[config.mk]
export PLATFORM = sky130hd
export DESIGN_NAME = control_unit
export DESIGN_NICKNAME = d
export VERILOG_FILES = /design/src/rtl/cpu_ctrl_pkg.sv /design/src/rtl/control_decode.sv /design/src/rtl/control_unit.sv
export SDC_FILE = /design/constraint.sdc
export NUM_CORES = 1
export LEC_CHECK = 0
export CAP_MARGIN = 40
export CORE_UTILIZATION = 50
export CTS_BUF_LIST = sky130_fd_sc_hd__clkbuf_4
export DETAILED_ROUTE_END_ITERATION = 12
export PLACE_DENSITY = 0.92
export SYNTH_ARGS = -nofsm -noshare
export SYNTH_HDL_FRONTEND = slang
export SYNTH_SLANG_ARGS = --single-unit
export TNS_END_PERCENT = 10
[constraint.sdc]
create_clock -name Clock -period 6.8 [get_ports Clock]
set_input_delay 1.36 -clock Clock [delete_from_list [all_inputs] [get_ports Clock]]
set_output_delay 1.36 -clock Clock [all_outputs]
set_load 0.01 [all_outputs]
[src/rtl/cpu_ctrl_pkg.sv]
// Shared encodings for the hardwired control unit: opcodes, ALU select,
// FSM step states, instruction classes and the registered strobe bundle.
package cpu_ctrl_pkg;

    localparam logic [4:0] OP_LD   = 5'b00000, OP_LDI  = 5'b00001, OP_ST   = 5'b00010,
                           OP_ADD  = 5'b00011, OP_SUB  = 5'b00100, OP_AND  = 5'b00101,
                           OP_OR   = 5'b00110, OP_ROR  = 5'b00111, OP_ROL  = 5'b01000,
                           OP_SHR  = 5'b01001, OP_SHRA = 5'b01010, OP_ADDI = 5'b01011,
                           OP_ANDI = 5'b01100, OP_ORI  = 5'b01101, OP_MUL  = 5'b01110,
                           OP_DIV  = 5'b01111, OP_NEG  = 5'b10000, OP_NOT  = 5'b10001,
                           OP_BR   = 5'b10010, OP_JR   = 5'b10011, OP_IN   = 5'b10100,
                           OP_OUT  = 5'b10101, OP_MFLO = 5'b10110, OP_MFHI = 5'b10111,
                           OP_NOP  = 5'b11000, OP_HALT = 5'b11001, OP_SHL  = 5'b11010;

    typedef enum logic [3:0] {
        ALU_NOP, ALU_ADD, ALU_SUB, ALU_AND, ALU_OR, ALU_SHL, ALU_SHR, ALU_SHRA,
        ALU_ROR, ALU_ROL, ALU_MUL, ALU_DIV, ALU_NEG, ALU_NOT
    } alu_op_e;

    typedef enum logic [3:0] {
        S_T0, S_T1, S_T2, S_T3, S_T4, S_T5, S_T6, S_T7, S_HALT
    } state_e;

    typedef enum logic [3:0] {
        CL_NOP, CL_HALT, CL_ALU, CL_IMM, CL_LDI, CL_LD, CL_ST, CL_MULDIV,
        CL_UNARY, CL_BR, CL_JR, CL_IN, CL_OUT, CL_MFHI, CL_MFLO
    } iclass_e;

    typedef struct packed {
        logic pc_out, zhi_out, zlow_out, mdr_out, hi_out, lo_out, inport_out, c_out, ba_out;
        logic pc_in, mar_in, mdr_in, ir_in, y_in, z_in, hi_in, lo_in, outport_in, con_in;
        logic gra, grb, grc, r_in, r_out, inc_pc, read, write;
        alu_op_e alu_op;
    } ctrl_t;

    // Final execute step of each class; the step after it is the fetch boundary.
    function automatic state_e last_step(iclass_e c);
        case (c)
            CL_UNARY:                    return S_T4;
            CL_ALU, CL_IMM, CL_LDI:      return S_T5;
            CL_MULDIV, CL_BR:            return S_T6;
            CL_LD, CL_ST:                return S_T7;
            default:                     return S_T3;
        endcase
    endfunction

endpackage

[src/rtl/control_decode.sv]
// Opcode decoder: maps IR[31:27] to an instruction class and ALU select.
module control_decode
    import cpu_ctrl_pkg::*;
(
    input  logic [4:0] opcode,
    output iclass_e    iclass,
    output alu_op_e    alu_op
);

    always_comb begin
        iclass = CL_NOP;
        alu_op = ALU_NOP;
        case (opcode)
            OP_ADD:  begin iclass = CL_ALU;    alu_op = ALU_ADD;  end
            OP_SUB:  begin iclass = CL_ALU;    alu_op = ALU_SUB;  end
            OP_AND:  begin iclass = CL_ALU;    alu_op = ALU_AND;  end
            OP_OR:   begin iclass = CL_ALU;    alu_op = ALU_OR;   end
            OP_SHL:  begin iclass = CL_ALU;    alu_op = ALU_SHL;  end
            OP_SHR:  begin iclass = CL_ALU;    alu_op = ALU_SHR;  end
            OP_SHRA: begin iclass = CL_ALU;    alu_op = ALU_SHRA; end
            OP_ROR:  begin iclass = CL_ALU;    alu_op = ALU_ROR;  end
            OP_ROL:  begin iclass = CL_ALU;    alu_op = ALU_ROL;  end
            OP_ADDI: begin iclass = CL_IMM;    alu_op = ALU_ADD;  end
            OP_ANDI: begin iclass = CL_IMM;    alu_op = ALU_AND;  end
            OP_ORI:  begin iclass = CL_IMM;    alu_op = ALU_OR;   end
            // Address/branch-target arithmetic all goes through the adder.
            OP_LDI:  begin iclass = CL_LDI;    alu_op = ALU_ADD;  end
            OP_LD:   begin iclass = CL_LD;     alu_op = ALU_ADD;  end
            OP_ST:   begin iclass = CL_ST;     alu_op = ALU_ADD;  end
            OP_BR:   begin iclass = CL_BR;     alu_op = ALU_ADD;  end
            OP_MUL:  begin iclass = CL_MULDIV; alu_op = ALU_MUL;  end
            OP_DIV:  begin iclass = CL_MULDIV; alu_op = ALU_DIV;  end
            OP_NEG:  begin iclass = CL_UNARY;  alu_op = ALU_NEG;  end
            OP_NOT:  begin iclass = CL_UNARY;  alu_op = ALU_NOT;  end
            OP_JR:   iclass = CL_JR;
            OP_IN:   iclass = CL_IN;
            OP_OUT:  iclass = CL_OUT;
            OP_MFHI: iclass = CL_MFHI;
            OP_MFLO: iclass = CL_MFLO;
            OP_HALT: iclass = CL_HALT;
            default: iclass = CL_NOP;
        endcase
    end

endmodule

[src/rtl/control_unit.sv]
// Hardwired Moore control unit: fetch T0-T2, decode, execute T3-T7.
// Strobes are registered from the next state so each is valid for its own step.
module control_unit
    import cpu_ctrl_pkg::*;
(
    input  logic        Clock,
    input  logic        Clear,
    input  logic [31:0] IR,
    input  logic        CON,
    input  logic        Stop,
    output logic        PCout, Zhiout, Zlowout, MDRout, HIout, LOout, InPortout, Cout, BAout,
    output logic        PCin, MARin, MDRin, IRin, Yin, Zin, HIin, LOin, OutPortin, CONin,
    output logic        Gra, Grb, Grc, Rin, Rout,
    output logic        IncPC, Read, Write,
    output logic [3:0]  alu_op,
    output logic        Run
);

    state_e  state_q, state_d, end_state;
    ctrl_t   ctrl_q, ctrl_d;
    logic    run_q, run_d;
    iclass_e iclass;
    alu_op_e dec_alu;
    logic    ir_unused;

    assign ir_unused = ^IR[26:0];

    control_decode u_decode (
        .opcode (IR[31:27]),
        .iclass (iclass),
        .alu_op (dec_alu)
    );

    always_ff @(posedge Clock) begin
        if (Clear) begin
            state_q <= S_T0;
            ctrl_q  <= '0;
            run_q   <= 1'b1;
        end else begin
            state_q <= state_d;
            ctrl_q  <= ctrl_d;
            run_q   <= run_d;
        end
    end

    always_comb begin
        end_state = Stop ? S_HALT : S_T0;
        state_d   = state_q;
        case (state_q)
            S_T0:   state_d = S_T1;
            S_T1:   state_d = S_T2;
            S_T2: begin
                if (iclass == CL_HALT)     state_d = S_HALT;
                else if (iclass == CL_NOP) state_d = end_state;
                else                       state_d = S_T3;
            end
            S_HALT: state_d = S_HALT;
            default: state_d = (state_q == last_step(iclass)) ? end_state
                                                              : state_e'(state_q + 4'd1);
        endcase
    end

    always_comb begin
        ctrl_d = '0;
        run_d  = (state_d != S_HALT);
        case (state_d)
            S_T0: begin ctrl_d.pc_out = 1'b1; ctrl_d.mar_in = 1'b1; ctrl_d.inc_pc = 1'b1; ctrl_d.z_in = 1'b1; end
            S_T1: begin ctrl_d.zlow_out = 1'b1; ctrl_d.pc_in = 1'b1; ctrl_d.read = 1'b1; ctrl_d.mdr_in = 1'b1; end
            S_T2: begin ctrl_d.mdr_out = 1'b1; ctrl_d.ir_in = 1'b1; end
            S_HALT: ;
            default: begin
                case (iclass)
                    CL_ALU, CL_IMM: begin
                        case (state_d)
                            S_T3: begin ctrl_d.grb = 1'b1; ctrl_d.r_out = 1'b1; ctrl_d.y_in = 1'b1; end
                            S_T4: begin
                                if (iclass == CL_IMM) ctrl_d.c_out = 1'b1;
                                else begin ctrl_d.grc = 1'b1; ctrl_d.r_out = 1'b1; end
                                ctrl_d.z_in = 1'b1; ctrl_d.alu_op = dec_alu;
                            end
                            S_T5: begin ctrl_d.zlow_out = 1'b1; ctrl_d.gra = 1'b1; ctrl_d.r_in = 1'b1; end
                            default: ;
                        endcase
                    end
                    CL_LDI, CL_LD, CL_ST: begin
                        case (state_d)
                            S_T3: begin ctrl_d.grb = 1'b1; ctrl_d.ba_out = 1'b1; ctrl_d.y_in = 1'b1; end
                            S_T4: begin ctrl_d.c_out = 1'b1; ctrl_d.z_in = 1'b1; ctrl_d.alu_op = dec_alu; end
                            S_T5: begin
                                ctrl_d.zlow_out = 1'b1;
                                if (iclass == CL_LDI) begin ctrl_d.gra = 1'b1; ctrl_d.r_in = 1'b1; end
                                else ctrl_d.mar_in = 1'b1;
                            end
                            S_T6: begin
                                ctrl_d.mdr_in = 1'b1;
                                if (iclass == CL_LD) ctrl_d.read = 1'b1;
                                else begin ctrl_d.gra = 1'b1; ctrl_d.r_out = 1'b1; end
                            end
                            S_T7: begin
                                if (iclass == CL_LD) begin ctrl_d.mdr_out = 1'b1; ctrl_d.gra = 1'b1; ctrl_d.r_in = 1'b1; end
                                else ctrl_d.write = 1'b1;
                            end
                            default: ;
                        endcase
                    end
                    CL_MULDIV: begin
                        case (state_d)
                            S_T3: begin ctrl_d.gra = 1'b1; ctrl_d.r_out = 1'b1; ctrl_d.y_in = 1'b1; end
                            S_T4: begin ctrl_d.grb = 1'b1; ctrl_d.r_out = 1'b1; ctrl_d.z_in = 1'b1; ctrl_d.alu_op = dec_alu; end
                            S_T5: begin ctrl_d.zlow_out = 1'b1; ctrl_d.lo_in = 1'b1; end
                            S_T6: begin ctrl_d.zhi_out = 1'b1; ctrl_d.hi_in = 1'b1; end
                            default: ;
                        endcase
                    end
                    CL_UNARY: begin
                        case (state_d)
                            S_T3: begin ctrl_d.grb = 1'b1; ctrl_d.r_out = 1'b1; ctrl_d.z_in = 1'b1; ctrl_d.alu_op = dec_alu; end
                            S_T4: begin ctrl_d.zlow_out = 1'b1; ctrl_d.gra = 1'b1; ctrl_d.r_in = 1'b1; end
                            default: ;
                        endcase
                    end
                    CL_BR: begin
                        case (state_d)
                            S_T3: begin ctrl_d.gra = 1'b1; ctrl_d.r_out = 1'b1; ctrl_d.con_in = 1'b1; end
                            S_T4: begin ctrl_d.pc_out = 1'b1; ctrl_d.y_in = 1'b1; end
                            S_T5: begin ctrl_d.c_out = 1'b1; ctrl_d.z_in = 1'b1; ctrl_d.alu_op = dec_alu; end
                            // CON is looked at on the edge entering T6 only.
                            S_T6: if (CON) begin ctrl_d.zlow_out = 1'b1; ctrl_d.pc_in = 1'b1; end
                            default: ;
                        endcase
                    end
                    CL_JR:   begin ctrl_d.gra = 1'b1; ctrl_d.r_out = 1'b1; ctrl_d.pc_in = 1'b1; end
                    CL_IN:   begin ctrl_d.inport_out = 1'b1; ctrl_d.gra = 1'b1; ctrl_d.r_in = 1'b1; end
                    CL_OUT:  begin ctrl_d.gra = 1'b1; ctrl_d.r_out = 1'b1; ctrl_d.outport_in = 1'b1; end
                    CL_MFHI: begin ctrl_d.hi_out = 1'b1; ctrl_d.gra = 1'b1; ctrl_d.r_in = 1'b1; end
                    CL_MFLO: begin ctrl_d.lo_out = 1'b1; ctrl_d.gra = 1'b1; ctrl_d.r_in = 1'b1; end
                    default: ;
                endcase
            end
        endcase
    end

    assign PCout = ctrl_q.pc_out;     assign Zhiout = ctrl_q.zhi_out;   assign Zlowout = ctrl_q.zlow_out;
    assign MDRout = ctrl_q.mdr_out;   assign HIout = ctrl_q.hi_out;     assign LOout = ctrl_q.lo_out;
    assign InPortout = ctrl_q.inport_out; assign Cout = ctrl_q.c_out;   assign BAout = ctrl_q.ba_out;
    assign PCin = ctrl_q.pc_in;       assign MARin = ctrl_q.mar_in;     assign MDRin = ctrl_q.mdr_in;
    assign IRin = ctrl_q.ir_in;       assign Yin = ctrl_q.y_in;         assign Zin = ctrl_q.z_in;
    assign HIin = ctrl_q.hi_in;       assign LOin = ctrl_q.lo_in;       assign OutPortin = ctrl_q.outport_in;
    assign CONin = ctrl_q.con_in;     assign Gra = ctrl_q.gra;          assign Grb = ctrl_q.grb;
    assign Grc = ctrl_q.grc;          assign Rin = ctrl_q.r_in;         assign Rout = ctrl_q.r_out;
    assign IncPC = ctrl_q.inc_pc;     assign Read = ctrl_q.read;        assign Write = ctrl_q.write;
    assign alu_op = ctrl_q.alu_op;
    assign Run = run_q;

endmodule

Yosys cells after proc, flatten, opt, wreduce, memory -nomap -nowiden
Memories as Yosys holds them, arrays and structs flattened.
Cells that the tools add are included.

storage, ports and cells
  bits in registers = 35
  ROM bits = 48
  input bits = 36
  output and inout port bits = 32
  word-level logic and storage cells = 181
  memories kept = 1

memory list
  memory            words  width  read ports  clocked after memory_dff  write ports  RTL line            RTL
  (name not given)  16     3      1           0                         0            cpu_ctrl_pkg.sv:38  case (c)

operators by class
  add/subtract/negate cells = 1
  equal/unequal tests = 52
  mux-type cells = 62
  bitwise operators = 6
  reductions and logical operators = 30

operator list
  kind                                                                    number
  4-bit one-hot mux with 14 select lines                                  1
  4-bit one-hot mux with 13 select lines                                  1
  5-bit equality test (second input constant)                             10
  5-bit by 4-bit equality test with 1-bit output (second input constant)  8
  4-bit equality test (second input constant)                             9
  6-bit OR reduction                                                      6
  4-bit by 3-bit equality test with 1-bit output (second input constant)  8
  4-bit two-way mux                                                       8
  1-bit two-way mux                                                       27
  1-bit one-hot mux with 2 select lines                                   13
  4-bit by 2-bit equality test with 1-bit output (second input constant)  5
  5-bit by 3-bit equality test with 1-bit output (second input constant)  4
  3-bit OR reduction                                                      6
  4-bit one-hot mux with 4 select lines                                   1
  2-bit OR reduction                                                      8
  7-bit OR reduction                                                      2
  4-bit by 1-bit equality test with 1-bit output (second input constant)  3
  4-bit zero test                                                         3
  1-bit one-hot mux with 3 select lines                                   4
  4-bit one-hot mux with 3 select lines                                   1
  5-bit by 2-bit equality test with 1-bit output (second input constant)  2
  5-bit OR reduction                                                      2
  9-bit OR reduction                                                      1
  2-bit two-way mux                                                       3
  other kinds (10)                                                        15

Logic depth before layout (Yosys ltp)
Gate-level depths: netlist of the first run.
An unclocked memory read counts as a cell.

  depth in word-level cells = 12
  depth in mapped cells = 11

Cells and area by module
A second synthesis of the first run with hierarchy kept.

second synthesis, totals
  cells, all modules = 277
  area total of the unflattened synthesis = 2324.7 µm²

modules (own cells, without submodules)
  module          times used  cells an instance  area each (µm²)
  control_unit    1           224                1955.6
  control_decode  1           53                 369.1

Worst setup path before layout of the first run
OpenSTA, ideal clock, no wires.

  kind = input -> register
  from = input port IR[29]
  to = register ctrl_q, in the netlist alu_op[1]
  library setup time = 0.100 ns
  data arrival time = 3.656 ns
  slack = 3.044 ns
  cell stages on the path = 10
  path buffers = 2
  cells stage by stage = buf_4 > or3_4 > a21oi_2 > o211a_4 > nor2_2 > or4_1 > buf_2 > o22a_1 > a21o_1 > a2111oi_4

on the way
  longest elaborated chain between the ends = 11

RTL lines
  element                                                                 RTL line              RTL
  from (decl)                                                             control_unit.sv:8     input logic [31:0] IR,
  5-bit by 2-bit equality test with 1-bit output (tied with other cells)  control_decode.sv:13  case (opcode)
  9-bit OR reduction (no line) (tied with other cells)                    -
  4-bit one-hot mux with 14 select lines                                  control_decode.sv:13
  memory 16 x 3 bit                                                       -
  4-bit two-way mux                                                       control_unit.sv:49    case (state_q)
  4-bit equality test                                                     control_unit.sv:58    default: state_d = (state_q == last_step(iclass)) ? end_state
  4-bit two-way mux                                                       control_unit.sv:58
  4-bit one-hot mux with 4 select lines                                   control_unit.sv:49
  4-bit by 3-bit equality test with 1-bit output (tied with other cells)  control_unit.sv:123   case (state_d)
  4-bit two-way mux (on tied branches)                                    -
  4-bit one-hot mux with 3 select lines                                   control_unit.sv:72    case (iclass)
  to (signal assigned)                                                    control_unit.sv:41    ctrl_q <= ctrl_d;
  to (decl)                                                               control_unit.sv:20    ctrl_t ctrl_q, ctrl_d;

Parallel ways exist; a longest one is shown, timed or not. The select of a mux whose other input is x is not followed.
A chain may end at the register's enable or synchronous reset.

Worst setup path after layout of the first run
  from = input port IR[28]
  to = register ctrl_q, in the netlist PCin

on the way
  longest elaborated chain between the ends = 12

RTL lines
  element                                                                 RTL line              RTL
  5-bit by 2-bit equality test with 1-bit output (tied with other cells)  control_decode.sv:13
  9-bit OR reduction (no line) (tied with other cells)                    -
  4-bit one-hot mux with 14 select lines (*)                              control_decode.sv:13
  memory 16 x 3 bit                                                       -
  4-bit two-way mux                                                       control_unit.sv:49
  4-bit equality test                                                     control_unit.sv:58
  4-bit two-way mux                                                       control_unit.sv:58
  4-bit one-hot mux with 4 select lines                                   control_unit.sv:49
  4-bit by 3-bit equality test with 1-bit output                          control_unit.sv:123
  1-bit two-way mux                                                       control_unit.sv:123
  1-bit one-hot mux with 2 select lines                                   control_unit.sv:72
  1-bit one-hot mux with 2 select lines (*)                               control_unit.sv:66    case (state_d)

Every way passes the cells marked *; elsewhere a longest branch is shown, timed or not. The select of a mux whose other input is x is not followed.

==> results of run 1 <==
-- critical path, stage by stage --
cell	delay (ps)
clkdlybuf4s50_1	960
nor3b_1	670
o21ai_0	330
a21oi_1	310
a2bb2oi_1	310
o21ai_0	180
a21o_1	350
o41ai_1	420
-- stage by stage --
stage,setup WS (ps),instance area (um^2),util (%),power [mW]
after floorplan,3040,2080,-,0.524
after global placement,1760,2450,61.3,0.635
after detailed placement,1900,2470,61.7,0.641
after CTS,2210,2510,62.9,0.745
after global routing,1810,2510,62.9,0.796
final,2130,2510,62.9,0.750
-- power by group through the flow --
| stage | clock network (mW) | registers, mW | logic [mW] |
|---|---|---|---|
| after detailed placement | 0 | 0.263 | 0.378 |
| after global placement | 0 | 0.263 | 0.373 |
| after global routing | 0.111 | 0.262 | 0.422 |
| after CTS | 0.104 | 0.258 | 0.383 |
| after floorplan | 0 | 0.270 | 0.253 |
| final | 0.102 | 0.259 | 0.389 |
-- path summary, 6_finish.rpt --
kind                            slack, ps               endpoint
worst max-delay path                 2130        PCin$_SDFF_PP0_
worst min-delay path                  830  state_q[3]$_SDFF_PP0_
worst max register to register       3520   alu_op[1]$_SDFF_PP0_
worst min register to register        830  state_q[3]$_SDFF_PP0_
-- placed cells by master, fill, tap and decap left out, types with 3 or more instances in the layout --
cell / instances
o21ai_0: 13
o211ai_1: 3
nor3b_1: 3
nor2b_1: 3
a211oi_1: 4
o311a_1: 3
nor3_1: 12
nand3_1: 10
ha_1: 4
inv_1: 10
nand2_1: 16
clkdlybuf4s50_1: 40
and2_1: 3
nor2_1: 31
o21bai_1: 3
xor2_1: 3
nand2b_1: 8
dfxtp_1: 35
a21o_1: 5
a21oi_1: 21
or3_1: 5
o31ai_1: 3
clkbuf_4: 5
or4_1: 3
and3_1: 3
-- area by class of cell --
cell class	instances	area (um^2)	area share [%]
clock buffer	5	37.5	1.49
clock inverter	2	8.76	0.348
inverter	10	37.5	1.49
multi-input combinational	199	1250	49.8
sequential	35	701	27.9
tap	50	62.6	2.49
timing repair buffer	41	415	16.5
-- cell families after synthesis --
group	count (synthesis)	share of synthesized area (%)
buffers and inverters	28	6.25
DFF	35	33.6
xor gates and xnor gates	3	1.26
adders and majority gates	4	2.40
muxes	1	0.480
AOI/OAI and AO/OA	80	28.2
and+or+nand+nor	111	27.8
-- metal layers --
metal  wire length [um]  GRT usage [%]
met4                143           13.3
met1               2250           32.6
met2               2520           41.2
met3                406           5.31
met5                  0              0
==> metrics.cfg, run 1 <==
[run_status]
outcome=finished with violations
violations=DRC

[global_route]
grt_pass1_vias=1767
grt-ovfl-total=0
grt_pass1_wl_mm=8.63
antenna_found_initial=0
grtUsageTotal_pct=25.9
grt_max_degree=28

[timing]
setup-violations-final=0
period_needed_ps=4670
finClkSkew_ps=10.8
relSlewSlack_pct=49.5
whs_ps=827
setup_tns_ps=0
hold_viol_final=0
slew_viol_final=0
fin_crit_sh_pct=68.6
rsz0062_at_grt=no
worstMarginPinSlew_ps=756
fmax_ghz=0.214

[synthesis]
yosysTopAreaCell=dfxtp_1
synthFlopType=dfxtp_1
synth_top_cell_area_share_pct=33.6
synthTopCellsByArea=dfxtp_1, nor2_1, a21oi_1
ys_seq_area_share_pct=33.6
ys_ff_latch=35
avgSynthCellArea_um2=7.95
synth_edf_count=0
synth_most_common_cell=dfxtp_1
syn_nets=302
synth_commonest_cells=dfxtp_1, nor2_1, a21oi_1
syn_inst=262
ys_types=61
yosys_warnings=0
ys_async_sr_fraction_pct=0
netlist_area_mm2=0.00208

[route]
drt_iter0_drc=248
dr.pass1.iters=12
totalWireLength_mm=5.32
wl_per_cell_um=15.6
vias=2125
drc=3
antenna_left=0
viasPerCell=6.21

[critical_path]
r2r_cells=10
start_kind=input pin
crit-reg2reg-launch=state_q[0]$_SDFF_PP0_
crit_fanout=25
cp.required_ps=7030
crit_type=in2reg
crit_start=IR[28]
cp-end-kind=flop
arrival_ps=4900

[place]
gp_congestion=0.957
place_hpwl_mm=3.86
io_buffers=40
dp_cells=335

[cells_and_area]
drive_gt1_share_pct=6.16
layout.nets=332
antennaDiodeCount=0
area_growth_pct=20.7
layoutNonFillerInstCount=342
num-fill-cells=361

[hold_path]
min_path_type=reg2reg
min_path_cells=4
min_from=state_q[3]$_SDFF_PP0_

[pwr]
sw_frac_of_total_pct=42.2
p_clk_share_pct=13.7
max-vdd-ir-drop_mv=0.143
combPwrFrac_pct=51.8
p_int_uw=434
seq_power_share_pct=34.5
p_switching_uw=316
p_per_area_mw_per_mm2=298
p_leak_nw=0.947

[clock_network]
h-tree-depth=2
cts_tree=built
numCtsBuffers=5
cts_hold_buf=0
cts_resized=0
postCtsSetupRepairBufs=0
cts_buffer_depth=2
clock_latency_ps=350
cts.sink_count=35
clk_pin_slew_ps=100
root_buffer=clkbuf_4

[run]
maxCapViolations=0

[floorplan]
die_y_um=66.6
rows=23
die_x_um=66.6
die_area_mm2=0.00443
io_pins=68
initial_core_util_pct=52.1
coreArea_mm2=0.00400

Note: power is estimated with default switching activity, not from simulation.
==> run 2: changes to the inputs <==
--- a/config.mk
+++ b/config.mk
@@ -6,10 +6,10 @@
 export NUM_CORES = 1
 export LEC_CHECK = 0
 export CAP_MARGIN = 40
-export CORE_UTILIZATION = 50
+export CORE_UTILIZATION = 48
 export CTS_BUF_LIST = sky130_fd_sc_hd__clkbuf_4
 export DETAILED_ROUTE_END_ITERATION = 12
-export PLACE_DENSITY = 0.92
+export PLACE_DENSITY = 0.89
 export SYNTH_ARGS = -nofsm -noshare
 export SYNTH_HDL_FRONTEND = slang
 export SYNTH_SLANG_ARGS = --single-unit
==> constraint.sdc (replaced) <==
create_clock -name Clock -period 4.59 [get_ports Clock]
set_input_delay 0.918 -clock Clock [delete_from_list [all_inputs] [get_ports Clock]]
set_output_delay 0.918 -clock Clock [all_outputs]
set_load 0.01 [all_outputs]
==> metrics.cfg, run 2 (synthesis results as in run 1) <==
[critical_path]
cp.required_ps=4810
path_cells=clkdlybuf4s50_1 -> a21oi_1 -> o32ai_1 -> o311ai_2 -> nor2_2 -> o32ai_1 -> o21ai_0 -> a21o_1 -> o41ai_1
slowest_stage=clkdlybuf4s50_1
start_kind=input pin
cp-end-kind=flop
critical_path.most_common_cell=o32ai_1
arrival_ps=4090
max_stage_delay_ps=670
crit_fanout=16
crit_type=in2reg

[clock_network]
cts_tree=built
h-tree-depth=2
cts_resized=0
cts_buffer_depth=2
numCtsBuffers=5
cts.sink_count=35
postCtsSetupRepairBufs=0
root_buffer=clkbuf_4
clk_pin_slew_ps=110
cts_hold_buf=0
clock_latency_ps=340

[global_route]
grt-ovfl-total=0
grtUsageTotal_pct=25.7
grt_pass1_wl_mm=8.95
grt_max_degree=17
antenna_found_initial=0
grt_pass1_vias=1951

[pwr]
p_per_area_mw_per_mm2=456
report.power.total_mw=1.19
p_leak_nw=0.998
max-vdd-ir-drop_mv=0.244

[cells_and_area]
num-fill-cells=360
final_common_cell=clkdlybuf4s50_1
seq_area_um2=701
drive_gt1_share_pct=9.30
antennaDiodeCount=0
layout.nets=340
fin_util_pct=63.7
multi_input_area_mm2=0.00125
area_growth_pct=24.9
layoutNonFillerInstCount=351
final_cell_mix=clkdlybuf4s50_1, dfxtp_1, nor2_1
design_area_mm2=0.00260

[timing]
rsz0062_at_grt=no
hold_viol_final=0
finClkSkew_ps=9.82
fmax_ghz=0.259
period_needed_ps=3870
whs_ps=823
setup_tns_ps=0
worstMarginPinSlew_ps=550
finalWorstSetupSlack_ps=724
fin_crit_sh_pct=84.2
setup-violations-final=0
slew_viol_final=0
relSlewSlack_pct=63.1

[place]
place_hpwl_mm=4.07
placed_cell_area_mm2=0.00252
gp_congestion=0.984
io_buffers=40
dp_cells=343
place_ws_ps=448

[route]
wl_per_cell_um=15.4
antenna_left=0
viasPerCell=6.19
totalWireLength_mm=5.42
drt_iter0_drc=224
wl_met2_mm=2.55
dr_wl_met3_um=407
dr.pass1.iters=7
drt-met1-wl_mm=2.34
top_layer=met4
drc=0
vias=2172

[floorplan]
die_y_um=67.9
die_area_mm2=0.00461
coreArea_mm2=0.00409
initial_core_util_pct=51.0
rows=23
die_x_um=67.9
io_pins=68

[hold_path]
min_path_type=reg2reg

[run]
maxCapViolations=0

[run_status]
outcome=complete, no violations

-- run 2: cell count changes in the layout (fill, tap and decap cells not counted), sizes merged --
cell	before	now
bufinv	0	1
buf	1	9
-- run 2: critical path, delay by kind of cell --
kind	cells	cell delay, ps
buffers and inverters	1	670
and+or+nand+nor	1	110
AOI/OAI and AO/OA	7	2380
-- run 2: final timing paths --
kind                               from               endpoint  slack, ps  depth (start not counted)
hold / removal    state_q[3]$_SDFF_PP0_  state_q[3]$_SDFF_PP0_        820                          4
hold reg to reg   state_q[3]$_SDFF_PP0_  state_q[3]$_SDFF_PP0_        820                          4
setup / recovery                 IR[28]        PCin$_SDFF_PP0_        720                          9
setup reg to reg  state_q[0]$_SDFF_PP0_   alu_op[1]$_SDFF_PP0_       1480                         10
-- run 2: area by class of cell --
cell class / count / area share [%]
clock buffers: 5 / 1.44
clock inverters: 3 / 1.68
inverters: 10 / 1.44
multi-input cells: 199 / 48.1
flip-flops and latches: 35 / 26.9
well taps: 50 / 2.40
repair buffers: 49 / 18.0
-- run 2: metal layers --
metal  track usage (%)  up-vias
li1                  -     1034
met1              32.7      991
met2              41.1      134
met3              5.33       13
met4              12.2        0
met5                 0        -
-- run 2: where the power goes --
group	switching, mW	internal, mW	leakage (nW)
clock	0.108	0.115	0.0452
combinational	0.339	0.241	0.669
sequential	0.0308	0.353	0.284
total	0.478	0.708	0.998
